<file path="src/rtl/bt_pkg.sv">
// Shared encodings and constants for the master-side page procedure.
// Imported by page_train_ctrl and page_slot_cnt.
package bt_pkg;

    typedef enum logic [1:0] {
        ST_IDLE = 2'd0,
        ST_PAGE = 2'd1,
        ST_MPR  = 2'd2
    } page_state_e;

    localparam int unsigned TRAIN_SLOTS  = 16;
    localparam int unsigned PRESP_TO     = 8;
    localparam int unsigned K_NUDGE_STEP = 2;

    localparam int unsigned REP_W   = 9;
    localparam int unsigned KN_W    = 5;
    localparam int unsigned ABCNT_W = 4;
    localparam int unsigned TO_W    = 16;

endpackage

</file>
<file path="src/rtl/page_slot_cnt.sv">
// Train bookkeeping: slot within train, train repetitions, A/B half and k_nudge.
// Advances on tick unless held; clr restarts everything for a fresh page.
module page_slot_cnt #(
    parameter int unsigned TRAIN_SLOTS = bt_pkg::TRAIN_SLOTS
) (
    input  logic       clk_6M,
    input  logic       rstz,
    input  logic       clr_i,
    input  logic       init_atrain_i,
    input  logic       tick_i,
    input  logic       hold_i,
    input  logic [8:0] npage_i,
    output logic       atrain_o,
    output logic [4:0] k_nudge_o,
    output logic [3:0] ab_count_o
);
    import bt_pkg::*;

    localparam int unsigned SLOT_W = (TRAIN_SLOTS > 1) ? $clog2(TRAIN_SLOTS) : 1;

    logic [SLOT_W-1:0]  slot_q, slot_d;
    logic [REP_W-1:0]   rep_q, rep_d;
    logic               half_q, half_d;
    logic               atrain_q, atrain_d;
    logic [KN_W-1:0]    k_q, k_d;
    logic [ABCNT_W-1:0] ab_q, ab_d;
    logic [REP_W-1:0]   npage_eff;
    logic               train_end;
    logic               rep_end;

    // Next-state: train end closes a repetition; a full set of Npage trains flips A/B.
    always_comb begin
        slot_d    = slot_q;
        rep_d     = rep_q;
        half_d    = half_q;
        atrain_d  = atrain_q;
        k_d       = k_q;
        ab_d      = ab_q;
        npage_eff = (npage_i == '0) ? REP_W'(1) : npage_i;
        train_end = (slot_q == SLOT_W'(TRAIN_SLOTS - 1));
        rep_end   = (rep_q == npage_eff - REP_W'(1));

        if (clr_i) begin
            slot_d   = '0;
            rep_d    = '0;
            half_d   = 1'b0;
            atrain_d = init_atrain_i;
            k_d      = '0;
            ab_d     = '0;
        end else if (tick_i && !hold_i) begin
            slot_d = train_end ? '0 : slot_q + SLOT_W'(1);
            if (train_end) begin
                if (rep_end) begin
                    rep_d    = '0;
                    atrain_d = ~atrain_q;
                    half_d   = ~half_q;
                    if (half_q) begin
                        k_d = k_q + KN_W'(K_NUDGE_STEP);
                        if (ab_q != '1) begin
                            ab_d = ab_q + ABCNT_W'(1);
                        end
                    end
                end else begin
                    rep_d = rep_q + REP_W'(1);
                end
            end
        end
    end

    always_ff @(posedge clk_6M or negedge rstz) begin
        if (!rstz) begin
            slot_q   <= '0;
            rep_q    <= '0;
            half_q   <= 1'b0;
            atrain_q <= 1'b0;
            k_q      <= '0;
            ab_q     <= '0;
        end else begin
            slot_q   <= slot_d;
            rep_q    <= rep_d;
            half_q   <= half_d;
            atrain_q <= atrain_d;
            k_q      <= k_d;
            ab_q     <= ab_d;
        end
    end

    assign atrain_o   = atrain_q;
    assign k_nudge_o  = k_q;
    assign ab_count_o = ab_q;

endmodule

</file>
<file path="src/rtl/page_train_ctrl.sv">
// Master page sequencer: IDLE/PAGE/MPR state, page timeout, response timeout,
// clock-freeze request and success/timeout pulses. Train counters live in page_slot_cnt.
module page_train_ctrl #(
    parameter int unsigned TRAIN_SLOTS = bt_pkg::TRAIN_SLOTS,
    parameter int unsigned PRESP_TO    = bt_pkg::PRESP_TO
) (
    input  logic        clk_6M,
    input  logic        rstz,
    input  logic        m_tslot_p,
    input  logic        page_start_p,
    input  logic        page_abort_p,
    input  logic        rx_id_p,
    input  logic        mpr_done_p,
    input  logic        mpr_fail_p,
    input  logic [8:0]  regi_Npage,
    input  logic        regi_init_Atrain,
    input  logic [15:0] regi_pageTO,
    output logic        page,
    output logic        mpr,
    output logic        Atrain,
    output logic [4:0]  k_nudge,
    output logic [3:0]  pageAB_2Npage_count,
    output logic        prm_clock_frozen,
    output logic        page_succ_p,
    output logic        page_timeout_p
);
    import bt_pkg::*;

    localparam int unsigned PRESP_W = $clog2(PRESP_TO + 1);

    page_state_e        state_q, state_d;
    logic [TO_W-1:0]    to_cnt_q, to_cnt_d;
    logic [PRESP_W-1:0] presp_q, presp_d;
    logic               page_q, mpr_q, succ_q, succ_d, tout_q, tout_d;
    logic               slot_clr, slot_hold, to_hit;

    // Next state; branch order encodes abort > timeout > done > rx/fail/presp > slot advance.
    always_comb begin
        state_d   = state_q;
        to_cnt_d  = to_cnt_q;
        presp_d   = presp_q;
        succ_d    = 1'b0;
        tout_d    = 1'b0;
        slot_clr  = 1'b0;
        slot_hold = 1'b1;
        to_hit    = m_tslot_p && (regi_pageTO != '0) &&
                    (to_cnt_q == regi_pageTO - TO_W'(1));

        if (page_abort_p) begin
            state_d = ST_IDLE;
        end else begin
            unique case (state_q)
                ST_IDLE: begin
                    if (page_start_p) begin
                        state_d  = ST_PAGE;
                        to_cnt_d = '0;
                        slot_clr = 1'b1;
                    end
                end
                ST_PAGE: begin
                    if (m_tslot_p) to_cnt_d = to_cnt_q + TO_W'(1);
                    if (to_hit) begin
                        state_d = ST_IDLE;
                        tout_d  = 1'b1;
                    end else if (rx_id_p) begin
                        state_d = ST_MPR;
                        presp_d = '0;
                    end else begin
                        slot_hold = 1'b0;
                    end
                end
                ST_MPR: begin
                    if (m_tslot_p) to_cnt_d = to_cnt_q + TO_W'(1);
                    if (to_hit) begin
                        state_d = ST_IDLE;
                        tout_d  = 1'b1;
                    end else if (mpr_done_p) begin
                        state_d = ST_IDLE;
                        succ_d  = 1'b1;
                    end else if (mpr_fail_p ||
                                 (m_tslot_p && presp_q == PRESP_W'(PRESP_TO - 1))) begin
                        state_d = ST_PAGE;
                    end else if (m_tslot_p) begin
                        presp_d = presp_q + PRESP_W'(1);
                    end
                end
                default: state_d = ST_IDLE;
            endcase
        end
    end

    always_ff @(posedge clk_6M or negedge rstz) begin
        if (!rstz) begin
            state_q  <= ST_IDLE;
            to_cnt_q <= '0;
            presp_q  <= '0;
            page_q   <= 1'b0;
            mpr_q    <= 1'b0;
            succ_q   <= 1'b0;
            tout_q   <= 1'b0;
        end else begin
            state_q  <= state_d;
            to_cnt_q <= to_cnt_d;
            presp_q  <= presp_d;
            page_q   <= (state_d == ST_PAGE);
            mpr_q    <= (state_d == ST_MPR);
            succ_q   <= succ_d;
            tout_q   <= tout_d;
        end
    end

    page_slot_cnt #(
        .TRAIN_SLOTS (TRAIN_SLOTS)
    ) u_slot_cnt (
        .clk_6M        (clk_6M),
        .rstz          (rstz),
        .clr_i         (slot_clr),
        .init_atrain_i (regi_init_Atrain),
        .tick_i        (m_tslot_p),
        .hold_i        (slot_hold),
        .npage_i       (regi_Npage),
        .atrain_o      (Atrain),
        .k_nudge_o     (k_nudge),
        .ab_count_o    (pageAB_2Npage_count)
    );

    assign page             = page_q;
    assign mpr              = mpr_q;
    assign prm_clock_frozen = mpr_q;
    assign page_succ_p      = succ_q;
    assign page_timeout_p   = tout_q;

endmodule

</file>
<file path="config.mk">
export PLATFORM = sky130hd
export DESIGN_NAME = page_train_ctrl
export DESIGN_NICKNAME = d
export VERILOG_FILES = /design/src/rtl/bt_pkg.sv /design/src/rtl/page_slot_cnt.sv /design/src/rtl/page_train_ctrl.sv
export SDC_FILE = /design/constraint.sdc
export NUM_CORES = 1
export LEC_CHECK = 0
export BUFFER_PORTS_ARGS = -buffer_cell sky130_fd_sc_hd__buf_2
export CELL_PAD_IN_SITES_DETAIL_PLACEMENT = 0
export CELL_PAD_IN_SITES_GLOBAL_PLACEMENT = 1
export CORE_MARGIN = 2
export CORE_UTILIZATION = 40
export CTS_CLUSTER_SIZE = 12
export DETAILED_ROUTE_END_ITERATION = 8
export GPL_TIMING_DRIVEN = 0
export PLACE_DENSITY_LB_ADDON = 0.15
export RECOVER_POWER = 25
export SYNTH_ARGS = -nofsm -noshare
export SYNTH_HDL_FRONTEND = slang
export SYNTH_SLANG_ARGS = --single-unit
</file>
<file path="constraint.sdc">
create_clock -name clk_6M -period 2.2 [get_ports clk_6M]
set_input_delay 0 -clock clk_6M [delete_from_list [all_inputs] [get_ports clk_6M]]
set_output_delay 0 -clock clk_6M [all_outputs]
set_load 0.005 [all_outputs]
</file>
==> impl_metrics.csv <==
group,metric,value,unit
cells_and_area,finalNetCount,567,
clock_tree,numCtsBuffers,5,
worst_setup_path,r2r_end,"u_slot_cnt.rep_q[8]",
yosys,synth_enable_flop_cells,0,
timing,holdWs,63.21,ps
place,placed_cell_area,4156,sq um
min_path,hold_path_end,"presp_q[2]",
timing,worst_slew_pin_slew,1283,ps
place,place_hpwl,6.891,mm
floorplan,dieArea,10170,sq um
global_routing,overflow,0,
flow_run,cap_viol_max_count,0,
yosys,synth_cells,431,
yosys,synth_nets,478,
timing,hold_viol_final,0,
clock_tree,cts_tree,"done",
clock_tree,clkLatencyLatePin,310,ps
power_and_ir_drop,power_density,432.1,nW/um^2
worst_setup_path,path_cells,"xor2_2 -> a21o_1 -> a2111oi_4 -> and4_1 -> nand4_1 -> o21ai_4 -> buf_6 -> buf_12 -> o311ai_4 -> o41ai_2",
clock_tree,htree_num_levels,2,
worst_setup_path,cp_max_fo,5,
min_path,min_path_type,"in -> reg",
yosys,synth.area.top_cells,"dfrtp_1, xor2_1, nor2_1",
timing,finalWorstSetupSlack,-215.3,ps
clock_tree,clock_path_buffers,2,
power_and_ir_drop,leakagePower,2.119,nW
worst_setup_path,worst_ep_required_time,2410,ps
floorplan,start_util,41.00,%
worst_setup_path,crit_slowest_cell,"dfrtp_1",
min_path,min_from,"mpr_fail_p",
global_routing,grt_max_degree,50,
worst_setup_path,rrSetupSlack,-220,ps
status,violations,"setup timing",
power_and_ir_drop,p_int,1.453,mW
power_and_ir_drop,seq_power_share,45.7,%
worst_setup_path,reg2reg_depth,10,
floorplan,core-area,9153,sq um
global_routing,grt.total_usage,20.11,%
timing,tns,-4435,ps
yosys,yosysMostFrequentCell,"dfrtp_1",
worst_setup_path,reg2reg_from,"to_cnt_q[5]",
timing,slew_headroom,14.49,%
min_path,whs_path_depth,3,
worst_setup_path,slowest_delay,440,ps
global_routing,grt_pass1_vias,3420,
cells_and_area,area_growth,33.31,%
floorplan,die_h,100.9,microns
timing,finalSetupViolations,33,
worst_setup_path,critical_path_class,"reg -> reg",
floorplan,rows,35,
power_and_ir_drop,clkPwrFrac,26.6,%
yosys,synth_seq_cells,49,
global_routing,grt_pass1_wl,16.44,mm
worst_setup_path,arrival,2620,ps
power_and_ir_drop,power.share.combinational,27.7,%
yosys,synth_area,3752,sq um
power_and_ir_drop,netSwitchingPower,0.7084,mW
routing,via_count,3552,
yosys,synth-main-ff-cell,"dfrtp_1",
timing,rsz0062_at_grt,"yes",
cells_and_area,design_area,5002,sq um
yosys,async_flop_share,100.0,%
yosys,yosysWarningCount,0,
routing,drt_first_pass_iters,4,
place,place_congestion,0.8354,
timing,fmax,0.4140,GHz
timing,slew_viol_final,0,
timing,min_period_over_period,109.8,%
cells_and_area,antenna_cells,0,
routing,ant_nets,0,
routing,drc,0,
place,place_inst,587,
yosys,synthDistinctLibCells,70,
yosys,yosysTopAreaCell,"dfrtp_1",
yosys,synth_top_area_share,32.68,%
clock_tree,clkSinkCount,49,
routing,wl,10.20,mm
routing,drtIter0Drc,211,
routing,vias_per_cell,5.620,
cells_and_area,drive_above_1_share,34.17,%
global_routing,antenna_found_initial,0,
cells_and_area,instances_no_fill,632,
power_and_ir_drop,swShare,32.78,%
yosys,yosysSeqAreaShare,32.68,%
place,pre_cts_ws,-454.8,ps
power_and_ir_drop,ir_drop,279.2,uV
clock_tree,clock-root-buffer,"clkbuf_8",
place,numPortBuffers,45,
worst_setup_path,cp-start-kind,"flip-flop",
timing,finClkSkew,10.41,ps
clock_tree,cts.clk_slew.worst_paths,100,ps
yosys,avgSynthCellArea,8.706,sq um
worst_setup_path,critical_path.endpoint_type,"flip-flop",
status,run_status,"finished, violations left",
routing,avgRoutedWirePerCell,16.13,microns
cells_and_area,finish.utilization,54.65,%
floorplan,die_x,100.9,microns
floorplan,io-pin-count,49,
power_and_ir_drop,finalPower,2.161,mW
yosys,synthTopCellsByCount,"dfrtp_1, nor2_1, nand2_1, xor2_1, nand3_1",
timing,finalCriticalPeriod,2415,ps
-- critical path, delay by kind of cell (launching register included) --
family / cells / cell delay [ps]
buffers and inverters: 2 / 290
and+or+nand+nor: 2 / 370
xor gates and xnor gates: 1 / 210
AOI/OAI and AO/OA: 5 / 1010
DFF: 1 / 440
-- metal layers --
metal,routed length [microns],vias up,GRT usage (%)
met4,53,0,4.426
met1,4871,1732,27.71
li1,-,1765,-
met2,4975,51,33.64
met5,0,-,0
met3,294,4,2.774
-- timing repair --
action,in CTS,in global routing
resized for setup,42,62
gates cloned,1,1
setup endpoints to repair,47,47
hold buffers,3,0
setup buffers,17,19
pin swaps,22,34
hold endpoints to repair,51,0
-- area by class of cell --
cell class                 count  area (sq um)
fill                         861          4150
multi-input combinational    354          2844
sequential                    49          1234
timing repair buffer          83         564.3
tap                          111         138.9
buffer                        12         71.32
clock buffer                   5         68.82
inverter                      15         56.30
clock inverter                 3         25.02
-- logic make-up after synthesis --
logic type / count (synthesis) / synth area share [%]
and+or+nand+nor: 195 / 28.21
AOI/OAI and AO/OA: 93 / 19.11
DFF: 49 / 32.68
xor gates and xnor gates: 42 / 9.803
buffers and inverters: 29 / 3.334
adders and majority gates: 13 / 4.335
muxes: 9 / 2.434
other: 1 / 0.09994
-- power by group through the flow --
stage          Sequential [mW]  Clock, mW  Combinational [mW]
6_report                 0.988      0.574               0.599
5_1_grt                  0.994      0.641               0.660
4_1_cts                  0.996      0.607               0.480
3_5_place_dp              1.01          0               0.434
3_3_place_gp              1.01          0               0.431
2_1_floorplan            0.999          0               0.289
-- flip-flops by register name, summed over array words and instances (netlist names) --
name	flops
u_slot_cnt.rep_q	9
u_slot_cnt.atrain_o	1
page_timeout_p	1
state_q	2
u_slot_cnt.k_nudge_o	4
to_cnt_q	16
mpr	1
presp_q	4
page_succ_p	1
u_slot_cnt.slot_q	4
page	1
u_slot_cnt.half_q	1
u_slot_cnt.ab_count_o	4
-- worst max-delay path by stage --
stage	cells past startpoint	end	startpoint	slack (ps)
2_1_floorplan	9	u_slot_cnt.slot_q[3]	to_cnt_q[5]	-1
3_3_place_gp	10	u_slot_cnt.slot_q[1]	regi_pageTO[2]	-470
3_5_place_dp	12	u_slot_cnt.rep_q[8]	regi_Npage[6]	-450
4_1_cts	9	presp_q[0]	to_cnt_q[3]	-200
5_1_grt	9	u_slot_cnt.slot_q[1]	to_cnt_q[5]	-340
6_report	10	u_slot_cnt.rep_q[8]	to_cnt_q[5]	-220
-- cell usage in the layout (no fill, tap or decap), types with 6 or more instances in the layout --
master and n:
buf_6 10, clkbuf_1 11, and3_1 7, a21oi_2 6, dfrtp_1 43, nor2_1 39, xnor2_1 12, ha_1 10
dfrtp_2 6, xor2_1 22, mux2i_1 8, buf_4 26, nand2_1 38, o21ai_0 8, buf_2 38, and2_1 6
or3_1 8, nor4_1 6, nor3_1 7, o211ai_1 6, a21oi_1 11, nand3_1 17, inv_1 14, nand4_1 9
Power figures use the tool's default switching activity.
